File: config.mk
export PLATFORM = sky130hd
export DESIGN_NAME = quad_decoder
export DESIGN_NICKNAME = d
export VERILOG_FILES = /design/src/rtl/qdec_pkg.sv /design/src/rtl/quad_sync.sv /design/src/rtl/quad_decoder.sv
export SDC_FILE = /design/constraint.sdc
export NUM_CORES = 1
export LEC_CHECK = 0
export CAP_MARGIN = 20
export CORE_MARGIN = 1.5
export CORE_UTILIZATION = 61
export CTS_CLUSTER_SIZE = 14
export DETAILED_ROUTE_END_ITERATION = 8
export PLACE_DENSITY_LB_ADDON = 0.08
export RECOVER_POWER = 100
export SYNTH_ARGS = -nofsm -noshare
export SYNTH_HDL_FRONTEND = slang
export SYNTH_SLANG_ARGS = --single-unit
File: constraint.sdc
create_clock -name clk -period 11 [get_ports clk]
set_clock_uncertainty 0.2 [all_clocks]
set_input_delay 2.2 -clock clk [delete_from_list [all_inputs] [get_ports clk]]
set_output_delay 2.2 -clock clk [all_outputs]
set_load 0.02 [all_outputs]
File: src/rtl/qdec_pkg.sv
// Shared encodings for the quadrature decoder: phase states, FSM states,
// direction constants and the single-step transition classifier.
package qdec_pkg;

  typedef enum logic [1:0] {
    S00 = 2'b00,
    S01 = 2'b01,
    S11 = 2'b11,
    S10 = 2'b10
  } phase_t;

  typedef enum logic {
    UNPRIMED = 1'b0,
    TRACK    = 1'b1
  } qdec_state_t;

  localparam logic DIR_UP = 1'b1;
  localparam logic DIR_DN = 1'b0;

  typedef enum logic [1:0] {
    TR_NONE = 2'd0,
    TR_UP   = 2'd1,
    TR_DN   = 2'd2,
    TR_ERR  = 2'd3
  } trans_t;

  // Successor of a phase state in the up direction 00->01->11->10->00.
  function automatic logic [1:0] next_up(input logic [1:0] s);
    case (s)
      S00:     next_up = S01;
      S01:     next_up = S11;
      S11:     next_up = S10;
      default: next_up = S00;
    endcase
  endfunction

  function automatic trans_t classify(input logic [1:0] prev, input logic [1:0] cur);
    if (cur == prev)               classify = TR_NONE;
    else if (cur == next_up(prev)) classify = TR_UP;
    else if (prev == next_up(cur)) classify = TR_DN;
    else                           classify = TR_ERR;
  endfunction

endpackage

File: src/rtl/quad_sync.sv
// Per-phase input conditioner: SYNC_STAGES-deep synchronizer, plus an
// optional stability filter when QDEC_FILTER_EN is defined.
module quad_sync #(
  parameter int unsigned SYNC_STAGES = 2
`ifdef QDEC_FILTER_EN
  , parameter int unsigned FILT_CYCLES = 4
`endif
) (
  input  logic clk,
  input  logic rst_n,
  input  logic d_in,
  output logic q
);

  logic [SYNC_STAGES-1:0] sync_q;

  always_ff @(posedge clk or negedge rst_n) begin
    if (!rst_n) sync_q <= '0;
    else        sync_q <= {sync_q[SYNC_STAGES-2:0], d_in};
  end

`ifdef QDEC_FILTER_EN
  localparam int unsigned FCNT_W = (FILT_CYCLES > 1) ? $clog2(FILT_CYCLES) : 1;
  localparam logic [FCNT_W-1:0] FCNT_LAST = FCNT_W'(FILT_CYCLES - 1);

  logic [FCNT_W-1:0] fcnt_q;
  logic              filt_q;

  // Filtered bit flips on the FILT_CYCLES-th consecutive differing sample.
  always_ff @(posedge clk or negedge rst_n) begin
    if (!rst_n) begin
      fcnt_q <= '0;
      filt_q <= 1'b0;
    end else if (sync_q[SYNC_STAGES-1] == filt_q) begin
      fcnt_q <= '0;
    end else if (fcnt_q == FCNT_LAST) begin
      fcnt_q <= '0;
      filt_q <= sync_q[SYNC_STAGES-1];
    end else begin
      fcnt_q <= fcnt_q + FCNT_W'(1);
    end
  end

  assign q = filt_q;
`else
  assign q = sync_q[SYNC_STAGES-1];
`endif

endmodule

File: src/rtl/quad_decoder.sv
// Quadrature (2-bit Gray) decoder: position counter, direction, step pulse
// and sticky illegal-jump flag. Optional input filter via QDEC_FILTER_EN.
module quad_decoder
  import qdec_pkg::*;
#(
  parameter int unsigned CNT_W       = 16,
  parameter int unsigned SYNC_STAGES = 2,
  parameter int unsigned FILT_CYCLES = 4
) (
  input  logic             clk,
  input  logic             rst_n,
  input  logic             a_in,
  input  logic             b_in,
  input  logic             clr,
  output logic [CNT_W-1:0] position,
  output logic             dir,
  output logic             step,
  output logic             err
);

`ifdef QDEC_FILTER_EN
  localparam bit FILT_EN = 1'b1;
`else
  localparam bit FILT_EN = 1'b0;
`endif
  // Input pipeline depth after reset; prev is only trusted once it has filled.
  localparam int unsigned PRIME_DEPTH = SYNC_STAGES + (FILT_EN ? FILT_CYCLES : 0);
  localparam int unsigned PCNT_W      = $clog2(PRIME_DEPTH + 1);

  qdec_state_t       state_q, state_d;
  logic [PCNT_W-1:0] pcnt_q, pcnt_d;
  logic              a_s, b_s;
  logic [1:0]        s, prev_q, prev_d;
  logic [CNT_W-1:0]  pos_d;
  logic              dir_d, step_d, err_d;

  quad_sync #(
    .SYNC_STAGES(SYNC_STAGES)
`ifdef QDEC_FILTER_EN
    , .FILT_CYCLES(FILT_CYCLES)
`endif
  ) u_sync_a (
    .clk  (clk),
    .rst_n(rst_n),
    .d_in (a_in),
    .q    (a_s)
  );

  quad_sync #(
    .SYNC_STAGES(SYNC_STAGES)
`ifdef QDEC_FILTER_EN
    , .FILT_CYCLES(FILT_CYCLES)
`endif
  ) u_sync_b (
    .clk  (clk),
    .rst_n(rst_n),
    .d_in (b_in),
    .q    (b_s)
  );

  assign s = {a_s, b_s};

  // State register.
  always_ff @(posedge clk or negedge rst_n) begin
    if (!rst_n) begin
      state_q <= UNPRIMED;
      pcnt_q  <= '0;
    end else begin
      state_q <= state_d;
      pcnt_q  <= pcnt_d;
    end
  end

  // Next state: leave UNPRIMED once the sampled s reflects the real pins.
  always_comb begin
    state_d = state_q;
    pcnt_d  = pcnt_q;
    case (state_q)
      UNPRIMED: begin
        if (pcnt_q == PCNT_W'(PRIME_DEPTH)) state_d = TRACK;
        else                                pcnt_d  = pcnt_q + PCNT_W'(1);
      end
      TRACK:   ;
      default: state_d = UNPRIMED;
    endcase
  end

  // Output decode; clr wins over a same-cycle step but step/dir still report it.
  always_comb begin
    prev_d = s;
    pos_d  = position;
    dir_d  = dir;
    step_d = 1'b0;
    err_d  = err;
    if (state_q == TRACK) begin
      case (classify(prev_q, s))
        TR_UP: begin
          pos_d  = position + CNT_W'(1);
          dir_d  = DIR_UP;
          step_d = 1'b1;
        end
        TR_DN: begin
          pos_d  = position - CNT_W'(1);
          dir_d  = DIR_DN;
          step_d = 1'b1;
        end
        TR_ERR:  err_d = 1'b1;
        default: ;
      endcase
    end
    if (clr) begin
      pos_d = '0;
      err_d = 1'b0;
    end
  end

  // Output and history registers.
  always_ff @(posedge clk or negedge rst_n) begin
    if (!rst_n) begin
      prev_q   <= 2'b00;
      position <= '0;
      dir      <= 1'b0;
      step     <= 1'b0;
      err      <= 1'b0;
    end else begin
      prev_q   <= prev_d;
      position <= pos_d;
      dir      <= dir_d;
      step     <= step_d;
      err      <= err_d;
    end
  end

endmodule
==> insert_results.sql <==
INSERT INTO impl_metrics (metric_group, metric, value, unit) VALUES
('routing', 'vias', '1922', ''),
('logic_synthesis', 'post_synth_most_frequent_cells', 'sky130_fd_sc_hd__dfrtp_1 (28), sky130_fd_sc_hd__nor2_1 (20), sky130_fd_sc_hd__a21oi_1 (18)', ''),
('cells_and_area', 'final_layout_size_suffix_gt1_share', '3.36', '%'),
('sta', 'period_needed', '5.27', 'ns'),
('logic_synthesis', 'cell_types_with_the_largest_area_share_after_synthesis', 'sky130_fd_sc_hd__dfrtp_1 (31%), sky130_fd_sc_hd__ha_1 (4.5%), sky130_fd_sc_hd__a21oi_1 (4.0%)', ''),
('logic_synthesis', 'netlist_instances', '262', ''),
('sta', 'setup_viol', '0', ''),
('cells_and_area', 'finish.instance_area', '2440', 'um^2'),
('logic_synthesis', 'post_synthesis_adder_cell_area_fraction', '4.48', '%'),
('clocking', 'cts-root-buf', 'sky130_fd_sc_hd__clkbuf_4', ''),
('clocking', 'cts.sink_count', '28', ''),
('clocking', 'post-cts-setup-buffer-count', '0', ''),
('clocking', 'clk-insertion-delay-late', '0.33', 'ns'),
('logic_synthesis', 'synth-compound-area-share', '26.0', '%'),
('logic_synthesis', 'synth_top_area_cell', 'sky130_fd_sc_hd__dfrtp_1', ''),
('min_path', 'min_path_type', 'flop to flop', ''),
('placed_design', 'dp_worst_setup_slack', '6.80', 'ns'),
('routing', 'totalWireLength', '4.79', 'mm'),
('global_routing', 'track_usage', '25.7', '%'),
('die', 'initial_utilization', '65.5', '%'),
('routing', 'drc_marker_count_from_the_first_detailed_route_iteration', '177', ''),
('clocking', 'holdBufCountCts', '0', ''),
('critical_path', 'critPathRequiredTime', '11.03', 'ns'),
('critical_path', 'worstRegToRegCells', '14', ''),
('critical_path', 'worst_ep_arrival_time', '5.30', 'ns'),
('logic_synthesis', 'synthFlopType', 'sky130_fd_sc_hd__dfrtp_1', ''),
('pwr', 'static_power_due_to_leakage', '1.07', 'nW'),
('global_routing', 'grt_pass1_vias', '1829', ''),
('global_routing', 'top_usage_layer', 'met2', ''),
('sta', 'clock.fmax', '0.190', 'GHz'),
('logic_synthesis', 'synthMostInstantiatedCell', 'sky130_fd_sc_hd__dfrtp_1', ''),
('critical_path', 'critical_path_start_end_classification', 'flop to flop', ''),
('die', 'die_y', '63.5', 'um'),
('die', 'io-pin-count', '24', ''),
('sta', 'setup_ws', '5.73', 'ns'),
('clocking', 'cts.repair.resized', '0', ''),
('pwr', 'peakVddDrop', '0.000111', 'V'),
('placed_design', 'post-dp-hpwl', '3.30', 'mm'),
('global_routing', 'gr-total-overflow', '0', ''),
('logic_synthesis', 'synth_warnings', '0', ''),
('sta', 'fin_crit_sh', '47.9', '%'),
('logic_synthesis', 'yosys-mux-area-fraction', '3.69', '%'),
('placed_design', 'post_dp_cell_area', '2410', 'um^2'),
('clocking', 'cts.htree.levels', '1', ''),
('flow_run', 'cap_violations', '2', ''),
('logic_synthesis', 'synth_enable_flop_cells', '0', ''),
('sta', 'maxSlewViolCount', '82', ''),
('routing', 'antenna_left', '0', ''),
('die', 'die-area', '4040', 'um^2'),
('routing', 'drt_pass1_iterations', '5', ''),
('die', 'standard_cell_rows', '21', ''),
('sta', 'holdWs', '0.169', 'ns'),
('die', 'fp.dieW', '63.5', 'um'),
('sta', 'totalNegativeSetupSlack', '0', 'ns'),
('clocking', 'max-clock-path-buffers', '2', ''),
('logic_synthesis', 'synth_nets', '275', ''),
('run_status', 'result_of_the_run', 'finished, violations left', ''),
('logic_synthesis', 'async_flop_share', '100', '%'),
('global_routing', 'grtUsageMet2', '42.4', '%'),
('min_path', 'hold-path-cell-count', '0', ''),
('logic_synthesis', 'netlist_area', '2240', 'um^2'),
('clocking', 'cts_made_buffers', '3', ''),
('global_routing', 'grt_first_pass_wirelength', '8.40', 'mm'),
('clocking', 'cts_tree', 'done', ''),
('routing', 'detail_route.wl_per_cell', '15.3', 'um'),
('sta', 'report.final.hold_viol_count', '0', ''),
('cells_and_area', 'finish.net_count', '282', ''),
('critical_path', 'setup.worst_path.start_class', 'flop', ''),
('pwr', 'power_density', '156', 'nW/um^2'),
('cells_and_area', 'area_growth_synth_to_finish', '9.23', '%'),
('run_status', 'violations', 'capacitance limit, slew limit', '');
## worst max-delay path, cell delays in order, from the launching register on
cell                       delay (ns)
sky130_fd_sc_hd__dfrtp_1         0.47
sky130_fd_sc_hd__nor2b_1         0.16
sky130_fd_sc_hd__o21ai_0         0.26
sky130_fd_sc_hd__o21a_1          0.24
sky130_fd_sc_hd__ha_1            0.17
sky130_fd_sc_hd__clkbuf_1        1.41
sky130_fd_sc_hd__xor2_1          0.21
sky130_fd_sc_hd__ha_1            0.21
sky130_fd_sc_hd__or3b_1          0.35
sky130_fd_sc_hd__a21boi_0        0.30
sky130_fd_sc_hd__o21ai_0         0.21
sky130_fd_sc_hd__and2_0          0.19
sky130_fd_sc_hd__o21ai_0         0.21
sky130_fd_sc_hd__mux2i_1         0.23
sky130_fd_sc_hd__mux2_1          0.34
## state kept, by name, summed over array words and instances, names as in the netlist
signal,cells
position,16
pcnt_q,2
prev_q,2
u_sync_a.sync_q,2
u_sync_b.sync_q,2
dir,1
err,1
state_q,1
step,1
## cell type report
| cell class | count | area [um^2] |
|---|---|---|
| Tap cell | 46 | 57.6 |
| Multi-Input combinational cell | 204 | 1370 |
| Inverter | 7 | 26.3 |
| Clock inverter | 1 | 30.0 |
| Clock buffer | 3 | 22.5 |
| Fill cell | 289 | 973 |
| Timing Repair Buffer | 25 | 238 |
| Sequential cell | 28 | 701 |
## power by group
group / internal, mW / switching, mW
Sequential: 0.117 / 0.0317
Combinational: 0.0752 / 0.0900
Clock: 0.0369 / 0.0305
Total: 0.229 / 0.152
## cell families after synthesis
group	count (synthesis)
muxes	8
xor gates and xnor gates	13
AOI/OAI and AO/OA	85
and+or+nand+nor	90
adders and majority gates	8
DFF	28
buffers and inverters	30
## cell usage in the layout (no fill, tap or decap), drive strengths merged, types with 3 or more instances in the layout
cell type    count
a211oi           3
a21o             3
a21oi           19
a32oi            3
and2             4
and3b            4
clkbuf           5
dfrtp           28
dlygate4sd3     23
ha               8
inv              7
mux2i            6
nand2           15
nand2b           4
nand3            5
nand3b           3
nor2            20
nor2b            8
nor3             4
nor3b            4
o21a             4
o21ai           23
o31a             5
o31ai            5
or3              7
or3b             3
xnor2            7
xor2             6
## routing by layer
metal / vias up / wire length (um)
li1: 951 / -
met1: 922 / 2200
met2: 45 / 2330
met3: 4 / 224
met4: 0 / 39
met5: - / 0
## final timing paths
| check | startpoint | to | slack, ns |
|---|---|---|---|
| max in group asynchronous | rst_n | step | 7.18 |
| worst min register to register | u_sync_b.sync_q[0] | u_sync_b.sync_q[1] | 0.17 |
| worst max register to register | u_sync_a.sync_q[1] | position[10] | 5.73 |
| worst min-delay path | u_sync_b.sync_q[0] | u_sync_b.sync_q[1] | 0.17 |
| worst max-delay path | u_sync_a.sync_q[1] | position[10] | 5.73 |
| min in group asynchronous | rst_n | position[13] | 2.54 |
## stage by stage
step | cells | util, %
after floorplan | 262 | -
after global placement | 310 | 70.5
after detailed placement | 310 | 70.5
after CTS | 314 | 72.1
after global routing | 314 | 71.5
final | 314 | 71.5
Note: power is estimated with default switching activity, not from simulation.
